`src/rtl/player_projectile_if.sv`:
```
// -----------------------------------------------------------------------------
// player_projectile_if
// Bundles the player-laser control inputs and projectile outputs.
//   tick           : one-cycle movement enable (frame rate)
//   fire           : debounced fire button, level
//   player_x       : player cannon upper-left x
//   collision      : hit report from the collision stage, level
//   proj_x/proj_y  : projectile coordinates
//   proj_active    : projectile in flight
//   proj_exploding : explosion sprite enable
//   shot_fired     : one-cycle pulse on launch
//   hit            : one-cycle pulse when a flight ends by collision
//   ready          : able to fire
// Modports: slave (the projectile block), master (whoever drives the inputs).
// -----------------------------------------------------------------------------
interface player_projectile_if #(
    parameter int X_W = 10,
    parameter int Y_W = 10
);
    logic           tick;
    logic           fire;
    logic [X_W-1:0] player_x;
    logic           collision;
    logic [X_W-1:0] proj_x;
    logic [Y_W-1:0] proj_y;
    logic           proj_active;
    logic           proj_exploding;
    logic           shot_fired;
    logic           hit;
    logic           ready;

    modport slave (
        input  tick, fire, player_x, collision,
        output proj_x, proj_y, proj_active, proj_exploding, shot_fired, hit, ready
    );

    modport master (
        output tick, fire, player_x, collision,
        input  proj_x, proj_y, proj_active, proj_exploding, shot_fired, hit, ready
    );
endinterface

```
`src/rtl/player_projectile.sv`:
```
// -----------------------------------------------------------------------------
// player_projectile
// Launches one player laser per fire-button press from the cannon muzzle and
// moves it up one step per tick. The laser retires on collision or at the top
// of the playfield, then shows an explosion for BURST_TICKS ticks and waits
// COOLDOWN_TICKS ticks before it can fire again.
// Ports:
//   clk  : system clock
//   rst  : synchronous, active-high reset
//   bus  : player_projectile_if.slave (inputs tick/fire/player_x/collision,
//          registered outputs proj_x/proj_y/proj_active/proj_exploding/
//          shot_fired/hit/ready)
// -----------------------------------------------------------------------------
module player_projectile #(
    parameter int X_W            = 10,
    parameter int Y_W            = 10,
    parameter int GUN_OFFSET     = 7,
    parameter int SPAWN_Y        = 432,
    parameter int PROJ_SPEED     = 4,
    parameter int TOP_LIMIT      = 16,
    parameter int BURST_TICKS    = 4,
    parameter int COOLDOWN_TICKS = 8
) (
    input  logic                clk,
    input  logic                rst,
    player_projectile_if.slave  bus
);

    localparam int CNT_MAX  = (BURST_TICKS > COOLDOWN_TICKS) ? BURST_TICKS : COOLDOWN_TICKS;
    localparam int CNT_W    = (CNT_MAX > 1) ? $clog2(CNT_MAX) : 1;
    // One extra bit so TOP_LIMIT + PROJ_SPEED cannot overflow the compare.
    localparam int FIZZLE_Y = TOP_LIMIT + PROJ_SPEED;

    typedef enum logic [1:0] {
        ST_IDLE     = 2'd0,
        ST_FLY      = 2'd1,
        ST_BURST    = 2'd2,
        ST_COOLDOWN = 2'd3
    } state_t;

    state_t         state_q, state_d;
    logic [X_W-1:0] x_q, x_d;
    logic [Y_W-1:0] y_q, y_d;
    logic [CNT_W-1:0] cnt_q, cnt_d;
    logic           fire_q;
    logic           shot_q, shot_d;
    logic           hit_q, hit_d;
    logic           active_q, active_d;
    logic           expl_q, expl_d;
    logic           ready_q, ready_d;
    logic           rise_s;

    assign rise_s = bus.fire & ~fire_q;

    // Next-state, coordinate and registered-output decode.
    always_comb begin
        state_d = state_q;
        x_d     = x_q;
        y_d     = y_q;
        cnt_d   = cnt_q;
        shot_d  = 1'b0;
        hit_d   = 1'b0;

        case (state_q)
            ST_IDLE: begin
                if (rise_s) begin
                    state_d = ST_FLY;
                    x_d     = bus.player_x + X_W'(GUN_OFFSET);
                    y_d     = Y_W'(SPAWN_Y);
                    cnt_d   = {CNT_W{1'b0}};
                    shot_d  = 1'b1;
                end else begin
                    state_d = ST_IDLE;
                end
            end
            ST_FLY: begin
                // Collision outranks a same-cycle tick.
                if (bus.collision) begin
                    state_d = ST_BURST;
                    cnt_d   = {CNT_W{1'b0}};
                    hit_d   = 1'b1;
                end else if (bus.tick) begin
                    // Stepping would cross TOP_LIMIT: fizzle in place instead.
                    if ({1'b0, y_q} < (Y_W+1)'(FIZZLE_Y)) begin
                        state_d = ST_BURST;
                        cnt_d   = {CNT_W{1'b0}};
                    end else begin
                        y_d = y_q - Y_W'(PROJ_SPEED);
                    end
                end else begin
                    state_d = ST_FLY;
                end
            end
            ST_BURST: begin
                if (bus.tick) begin
                    if (cnt_q == CNT_W'(BURST_TICKS - 1)) begin
                        state_d = ST_COOLDOWN;
                        cnt_d   = {CNT_W{1'b0}};
                        x_d     = {X_W{1'b0}};
                        y_d     = {Y_W{1'b0}};
                    end else begin
                        cnt_d = cnt_q + CNT_W'(1);
                    end
                end else begin
                    state_d = ST_BURST;
                end
            end
            ST_COOLDOWN: begin
                if (bus.tick) begin
                    if (cnt_q == CNT_W'(COOLDOWN_TICKS - 1)) begin
                        state_d = ST_IDLE;
                        cnt_d   = {CNT_W{1'b0}};
                    end else begin
                        cnt_d = cnt_q + CNT_W'(1);
                    end
                end else begin
                    state_d = ST_COOLDOWN;
                end
            end
            default: begin
                state_d = ST_IDLE;
                x_d     = {X_W{1'b0}};
                y_d     = {Y_W{1'b0}};
                cnt_d   = {CNT_W{1'b0}};
            end
        endcase

        // Status flags follow the state being entered so they are registered.
        active_d = (state_d == ST_FLY);
        expl_d   = (state_d == ST_BURST);
        ready_d  = (state_d == ST_IDLE);
    end

    // State, coordinate, edge-detect and output registers.
    always_ff @(posedge clk) begin
        if (rst) begin
            state_q  <= ST_IDLE;
            x_q      <= {X_W{1'b0}};
            y_q      <= {Y_W{1'b0}};
            cnt_q    <= {CNT_W{1'b0}};
            fire_q   <= 1'b0;
            shot_q   <= 1'b0;
            hit_q    <= 1'b0;
            active_q <= 1'b0;
            expl_q   <= 1'b0;
            ready_q  <= 1'b1;
        end else begin
            state_q  <= state_d;
            x_q      <= x_d;
            y_q      <= y_d;
            cnt_q    <= cnt_d;
            fire_q   <= bus.fire;
            shot_q   <= shot_d;
            hit_q    <= hit_d;
            active_q <= active_d;
            expl_q   <= expl_d;
            ready_q  <= ready_d;
        end
    end

    assign bus.proj_x         = x_q;
    assign bus.proj_y         = y_q;
    assign bus.proj_active    = active_q;
    assign bus.proj_exploding = expl_q;
    assign bus.shot_fired     = shot_q;
    assign bus.hit            = hit_q;
    assign bus.ready          = ready_q;

endmodule

```
`src/flat_wrapper.sv`:
```
// flat-port wrapper written by rule: the top's interface ports become plain ports
module player_projectile_flat 
#(
    parameter int X_W            = 10,
    parameter int Y_W            = 10,
    parameter int GUN_OFFSET     = 7,
    parameter int SPAWN_Y        = 432,
    parameter int PROJ_SPEED     = 4,
    parameter int TOP_LIMIT      = 16,
    parameter int BURST_TICKS    = 4,
    parameter int COOLDOWN_TICKS = 8
)
  (clk, rst, bus_tick, bus_fire, bus_player_x, bus_collision, bus_proj_x, bus_proj_y, bus_proj_active, bus_proj_exploding, bus_shot_fired, bus_hit, bus_ready);
  player_projectile_if #(.X_W(X_W), .Y_W(Y_W)) bus_i ();
  input  logic clk;
  input  logic rst;
  input wire logic [$bits(bus_i.tick)-1:0] bus_tick;
  input wire logic [$bits(bus_i.fire)-1:0] bus_fire;
  input wire logic [$bits(bus_i.player_x)-1:0] bus_player_x;
  input wire logic [$bits(bus_i.collision)-1:0] bus_collision;
  output wire logic [$bits(bus_i.proj_x)-1:0] bus_proj_x;
  output wire logic [$bits(bus_i.proj_y)-1:0] bus_proj_y;
  output wire logic [$bits(bus_i.proj_active)-1:0] bus_proj_active;
  output wire logic [$bits(bus_i.proj_exploding)-1:0] bus_proj_exploding;
  output wire logic [$bits(bus_i.shot_fired)-1:0] bus_shot_fired;
  output wire logic [$bits(bus_i.hit)-1:0] bus_hit;
  output wire logic [$bits(bus_i.ready)-1:0] bus_ready;
  assign bus_i.tick = bus_tick;
  assign bus_i.fire = bus_fire;
  assign bus_i.player_x = bus_player_x;
  assign bus_i.collision = bus_collision;
  assign bus_proj_x = bus_i.proj_x;
  assign bus_proj_y = bus_i.proj_y;
  assign bus_proj_active = bus_i.proj_active;
  assign bus_proj_exploding = bus_i.proj_exploding;
  assign bus_shot_fired = bus_i.shot_fired;
  assign bus_hit = bus_i.hit;
  assign bus_ready = bus_i.ready;
  player_projectile #(.X_W(X_W), .Y_W(Y_W), .GUN_OFFSET(GUN_OFFSET), .SPAWN_Y(SPAWN_Y), .PROJ_SPEED(PROJ_SPEED), .TOP_LIMIT(TOP_LIMIT), .BURST_TICKS(BURST_TICKS), .COOLDOWN_TICKS(COOLDOWN_TICKS)) u_core (.clk(clk), .rst(rst), .bus(bus_i));
endmodule
```
`config.mk`:
```
export PLATFORM = sky130hd
export DESIGN_NAME = player_projectile_flat
export DESIGN_NICKNAME = d
export VERILOG_FILES = /design/src/rtl/player_projectile_if.sv /design/src/rtl/player_projectile.sv /design/src/flat_wrapper.sv
export SDC_FILE = /design/constraint.sdc
export NUM_CORES = 1
export LEC_CHECK = 0
export CAP_MARGIN = 20
export CORE_ASPECT_RATIO = 2
export CORE_MARGIN = 2
export CORE_UTILIZATION = 28
export CTS_BUF_LIST = sky130_fd_sc_hd__clkbuf_4 sky130_fd_sc_hd__clkbuf_8
export DETAILED_ROUTE_END_ITERATION = 10
export MAX_ROUTING_LAYER = met4
export PLACE_DENSITY = 0.5
export SETUP_SLACK_MARGIN = 0.4
export SLEW_MARGIN = 0
export SYNTH_ARGS = -nofsm -noshare
export SYNTH_HDL_FRONTEND = slang
export SYNTH_SLANG_ARGS = --single-unit
```
`constraint.sdc`:
```
create_clock -name clk -period 4.11 [get_ports clk]
set_clock_uncertainty 0.1 [all_clocks]
set_input_delay 1.233 -clock clk [delete_from_list [all_inputs] [get_ports clk]]
set_output_delay 1.233 -clock clk [all_outputs]
set_load 0.005 [all_outputs]
```
Yosys cells after proc, flatten, opt, wreduce, memory -nomap -nowiden
Index checks and enable logic that the tools add are counted.
{"block": "classes", "n_addsub": 3, "magnitude_cmp": 1, "n_eq_ne": 16, "mux": 29, "n_bitwise": 4, "reduce_logical": 9}
{"cell": "10-bit two-way mux", "n": 7}
{"cell": "10-bit one-hot mux with 3 select lines", "n": 1}
{"cell": "3-bit two-way mux", "n": 8}
{"cell": "10-bit one-hot mux with 2 select lines", "n": 1}
{"cell": "2-bit two-way mux", "n": 7}
{"cell": "3-bit one-hot mux with 4 select lines", "n": 1}
{"cell": "10-bit by 3-bit adder with 10-bit output, second input constant", "n": 1}
{"cell": "10-bit by 5-bit < comparator with 1-bit output, second input constant", "n": 1}
{"cell": "2-bit != test, second input constant", "n": 5}
{"cell": "10-bit by 3-bit subtractor with 10-bit output, second input constant", "n": 1}
{"cell": "2-bit one-hot mux with 4 select lines", "n": 1}
{"cell": "7-bit AND reduction", "n": 1}
{"cell": "2-bit equality test, second input constant", "n": 3}
{"cell": "5-bit AND reduction", "n": 1}
{"cell": "2-bit by 1-bit equality test with 1-bit output, second input constant", "n": 2}
{"cell": "2-bit logical NOT", "n": 2}
{"cell": "2-bit by 1-bit != test with 1-bit output, second input constant", "n": 2}
{"cell": "4-bit AND reduction", "n": 1}
{"cell": "2-bit OR reduction", "n": 2}
{"cell": "3-bit by 1-bit adder with 3-bit output, second input constant", "n": 1}
{"cell": "3-bit by 2-bit equality test with 1-bit output, second input constant", "n": 1}
{"cell": "3-bit equality test, second input constant", "n": 1}
{"cell": "1-bit two-way mux", "n": 3}
{"cell": "3-bit by 2-bit != test with 1-bit output, second input constant", "n": 1}
{"cell": "other kinds (5)", "n": 7}
{"block": "totals", "register_bits": 31, "in_bits": 15, "word_cells": 72}

Longest topological paths before layout
{"block": "logic_depth", "word_depth": 6, "mapped_depth": 7, "ltp_nobuf": 6}

Worst setup path before layout
No wires, ideal clock.
{"block": "synth_path", "kind": "input to register", "startpoint": "in bus_tick", "endpoint": "reg u_core.y_q[3] (netlist: u_core.bus.proj_y[3])", "setup_ns": 0.070, "t_arrival_ns": 2.334, "t_required_ns": 3.940, "path_slack_ns": 1.606, "path_stages": 5, "n_path_buf": 1, "path_cell_list": "buf_6 > a21boi_2 > a211o_1 > or4_1 > a21oi_1"}
{"block": "synth_via", "elab_chain_len": 2, "word_cells_on_any_way": 3}
{"item": "start, declared", "line_no": "flat_wrapper.sv:17", "source": "input wire logic [$bits(bus_i.tick)-1:0] bus_tick;"}
{"item": "2-bit != test (no source line)"}
{"item": "7-bit AND reduction (no source line) *"}
{"item": "end signal, assigned", "line_no": "player_projectile.sv:139", "source": "y_q <= {Y_W{1'b0}};"}
{"item": "end signal, assigned", "line_no": "player_projectile.sv:150", "source": "y_q <= y_d;"}
{"item": "end, declared", "line_no": "player_projectile.sv:43", "source": "logic [Y_W-1:0] y_q, y_d;"}
Every way passes the cells marked *; elsewhere a longest branch is shown, timed or not.
A chain may end at the register's enable or synchronous reset.

Worst setup path in the final report
Ends and elaborated chain as after synthesis.

==> impl_metrics.json <==
{
  "die_area_um2": 6810,
  "grt_pass1_vias": 1822,
  "die_w_um": 59.4,
  "crit_chain": "clkdlybuf4s50_1 > a21boi_2 > a211o_1 > or4_1 > a21oi_1",
  "wl_per_cell_um": 16.2,
  "n_antenna_cell": 0,
  "synth.avg_cell_area_um2": 8.25,
  "clk_latency_ns": 0.29,
  "slew_headroom_pct": 54.0,
  "tns_ns": 0,
  "fin_crit_sh_pct": 72.9,
  "dpl_cell_area_um2": 2130,
  "io-pin-count": 40,
  "nets": 271,
  "cts_root_buffer": "clkbuf_8",
  "overflow": 0,
  "hold_path_class": "flip-flop to flip-flop",
  "port-buffer-count": 37,
  "htreeDepth": 2,
  "ir_drop_mv": 0.217,
  "setup_viol": 0,
  "hold_buffers": 0,
  "status": "completed",
  "rsz0062_at_grt": "false",
  "hpwl_mm": 3.85,
  "worst_pin_slew_ns": 0.684,
  "groute.usage.overall_pct": 16.9,
  "area_growth_pct": 31.3,
  "core_area_um2": 5960,
  "synth_area_um2": 1720,
  "cts_buffers": 5,
  "clk_path_buf_depth": 2,
  "final_util_pct": 37.9,
  "crit_path_max_incr_delay_ns": 0.71,
  "ys_seq_elements": 29,
  "cts.sinks": 29,
  "synthCells": 208,
  "max_clock_freq_mhz": 334,
  "die_h_um": 115,
  "drive_above_1_share_pct": 6.88,
  "seq_area_frac_synth_pct": 33.8,
  "synth_top_area_cell": "dfxtp_1",
  "drc": 0,
  "yosys-top-cells-area": "dfxtp_1 34%, ha_1 7.3%, nand2_1 5.0%",
  "gp_congestion": 0.867,
  "postCtsSetupBuffers": 0,
  "finalMaxSlewViolations": 0,
  "start_util_pct": 28.8,
  "worstSetupEndpointType": "flip-flop",
  "report.final.hold_viol_count": 0,
  "clk_pin_slew_ns": 0.07,
  "cts_tree": "done",
  "grt_pass1_wl_mm": 8.39,
  "antenna_found_initial": 0,
  "yosysWarnings": 0,
  "ant_nets": 0,
  "worstPathArrival_ns": 3.12,
  "critPathMaxFanout": 10,
  "p_per_area_nw_per_um2": 344,
  "drt-initial-drc-count": 101,
  "synth-main-ff-cell": "dfxtp_1",
  "async_flop_share_pct": 0,
  "leakage_uw": 0.000847,
  "wl_mm": 5.02,
  "critPathSlowestCell": "clkdlybuf4s50_1",
  "final_cell_area_um2": 2250,
  "grt_start_max_net_pins": 24,
  "synth_top_area_share_pct": 33.8,
  "synth_cell_types": 49,
  "vias_per_cell": 5.47,
  "firstDrtPassIters": 4,
  "period_needed_ns": 3.00,
  "cap_violations": 0,
  "vias": 1695,
  "cts.repair.resized": 0,
  "worstSetupPathType": "primary input to flip-flop",
  "synth_edf_count": 0,
  "core.rowCount": 40,
  "required_ns": 4.24,
  "start_kind": "primary input"
}
[cells by family after synthesis]
family | Yosys count | share of synthesized area (%)
AO/OA/AOI/OAI | 57 | 24.1
XOR/XNOR | 6 | 3.06
adder cells (fa/ha/maj) | 10 | 7.29
buffers and inverters | 25 | 6.41
flip-flops | 29 | 33.8
multiplexers | 3 | 1.82
other | 1 | 0.218
AND/OR/NAND/NOR | 77 | 23.3
[stage by stage]
stage	hold slack [ns]	std cells	setup WS [ns]	total power [uW]
after floorplan	0.342	209	1.61	392
after global placement	0.344	302	0.856	460
after detailed placement	0.350	302	0.853	460
after CTS	0.358	310	1.15	786
after global routing	0.377	310	1.05	814
final	0.356	310	1.11	775
[cell type report]
class                           instances  area (um^2)
Fill cell                             629         3700
Multi-Input combinational cell        155         1030
Sequential cell                        29          581
Timing Repair Buffer                   39          385
Clock buffer                            7         90.1
Tap cell                               63         78.8
Inverter                               16         60.1
Clock inverter                          1         30.0
[cells in the final DEF (no fill, tap or decap), types with 2 or more instances in the layout]
cell / synthesis / layout
a32oi_1: 2 / 2
nand2b_4: 2 / 2
o21ai_0: 3 / 3
conb_1: 1 / 2
o311ai_0: 2 / 2
o2bb2ai_1: 2 / 2
nand4_1: 4 / 4
dfxtp_1: 29 / 29
a21oi_1: 17 / 17
buf_4: 2 / 2
o21a_1: 3 / 3
nand2b_1: 7 / 7
nor4_1: 3 / 3
xnor2_1: 5 / 5
mux2i_1: 2 / 2
o31ai_1: 3 / 3
clkbuf_8: 0 / 6
ha_1: 10 / 10
nor2b_1: 2 / 2
a31oi_1: 6 / 6
inv_1: 16 / 16
o32ai_1: 5 / 5
a211o_1: 2 / 2
clkdlybuf4s50_1: 0 / 37
nand2_1: 23 / 23
nor2_1: 14 / 14
nor3_1: 8 / 8
o211a_1: 2 / 2
nor3b_1: 3 / 3
nand3_1: 6 / 6
[state kept, by name, summed over array words and instances (netlist names)]
signal and cells:
u_core.bus.hit 1, u_core.fire_q 1, u_core.bus.proj_active 1, u_core.cnt_q 3, u_core.state_q 2, u_core.bus.proj_y 8, u_core.bus.ready 1, u_core.bus.proj_x 10
u_core.bus.shot_fired 1, u_core.bus.proj_exploding 1
[worst max-delay path: cells and delay by family]
kind	cells	cell delay, ns
buffers and inverters	1	0.71
AOI/OAI and AO/OA	3	0.68
and+or+nand+nor	1	0.49
[where the power goes]
part           internal [uW]  switching, uW  total [uW]
Clock                    204            117         321
Sequential               297           13.6         310
Combinational           70.5           73.5         144
Total                    571            204         775
[metal layers]
| layer | part of all wire (%) | vias to the layer above | track usage (%) |
|---|---|---|---|
| li1 | - | 827 | - |
| met1 | 36 | 804 | 15.6 |
| met2 | 57 | 51 | 30.3 |
| met3 | 3.2 | 13 | 3.26 |
| met4 | 3.7 | 0 | 10.8 |
| met5 | 0 | - | - |
[final timing paths]
check | startpoint | end | slack, ns | cells after the start
worst max-delay path | bus_tick | u_core.bus.proj_y[3] | 1.11 | 5
worst min-delay path | u_core.bus.proj_x[2] | u_core.bus.proj_x[2] | 0.36 | 2
worst max register to register | u_core.state_q[1] | u_core.bus.proj_y[4] | 1.76 | 6
worst min register to register | u_core.bus.proj_x[2] | u_core.bus.proj_x[2] | 0.36 | 2
[Yosys cell counts, types with 3 or more instances]
master / count
clkbuf_1: 4
a31oi_1: 6
o21a_1: 3
o32ai_1: 5
nor3b_1: 3
o31ai_1: 3
nor2_1: 14
dfxtp_1: 29
nand4_1: 4
o21ai_0: 3
a21oi_1: 17
nand2_1: 23
inv_1: 16
ha_1: 10
nand3_1: 6
nor4_1: 3
nor3_1: 8
nand2b_1: 7
xnor2_1: 5
Note: power is estimated with default switching activity, not from simulation.
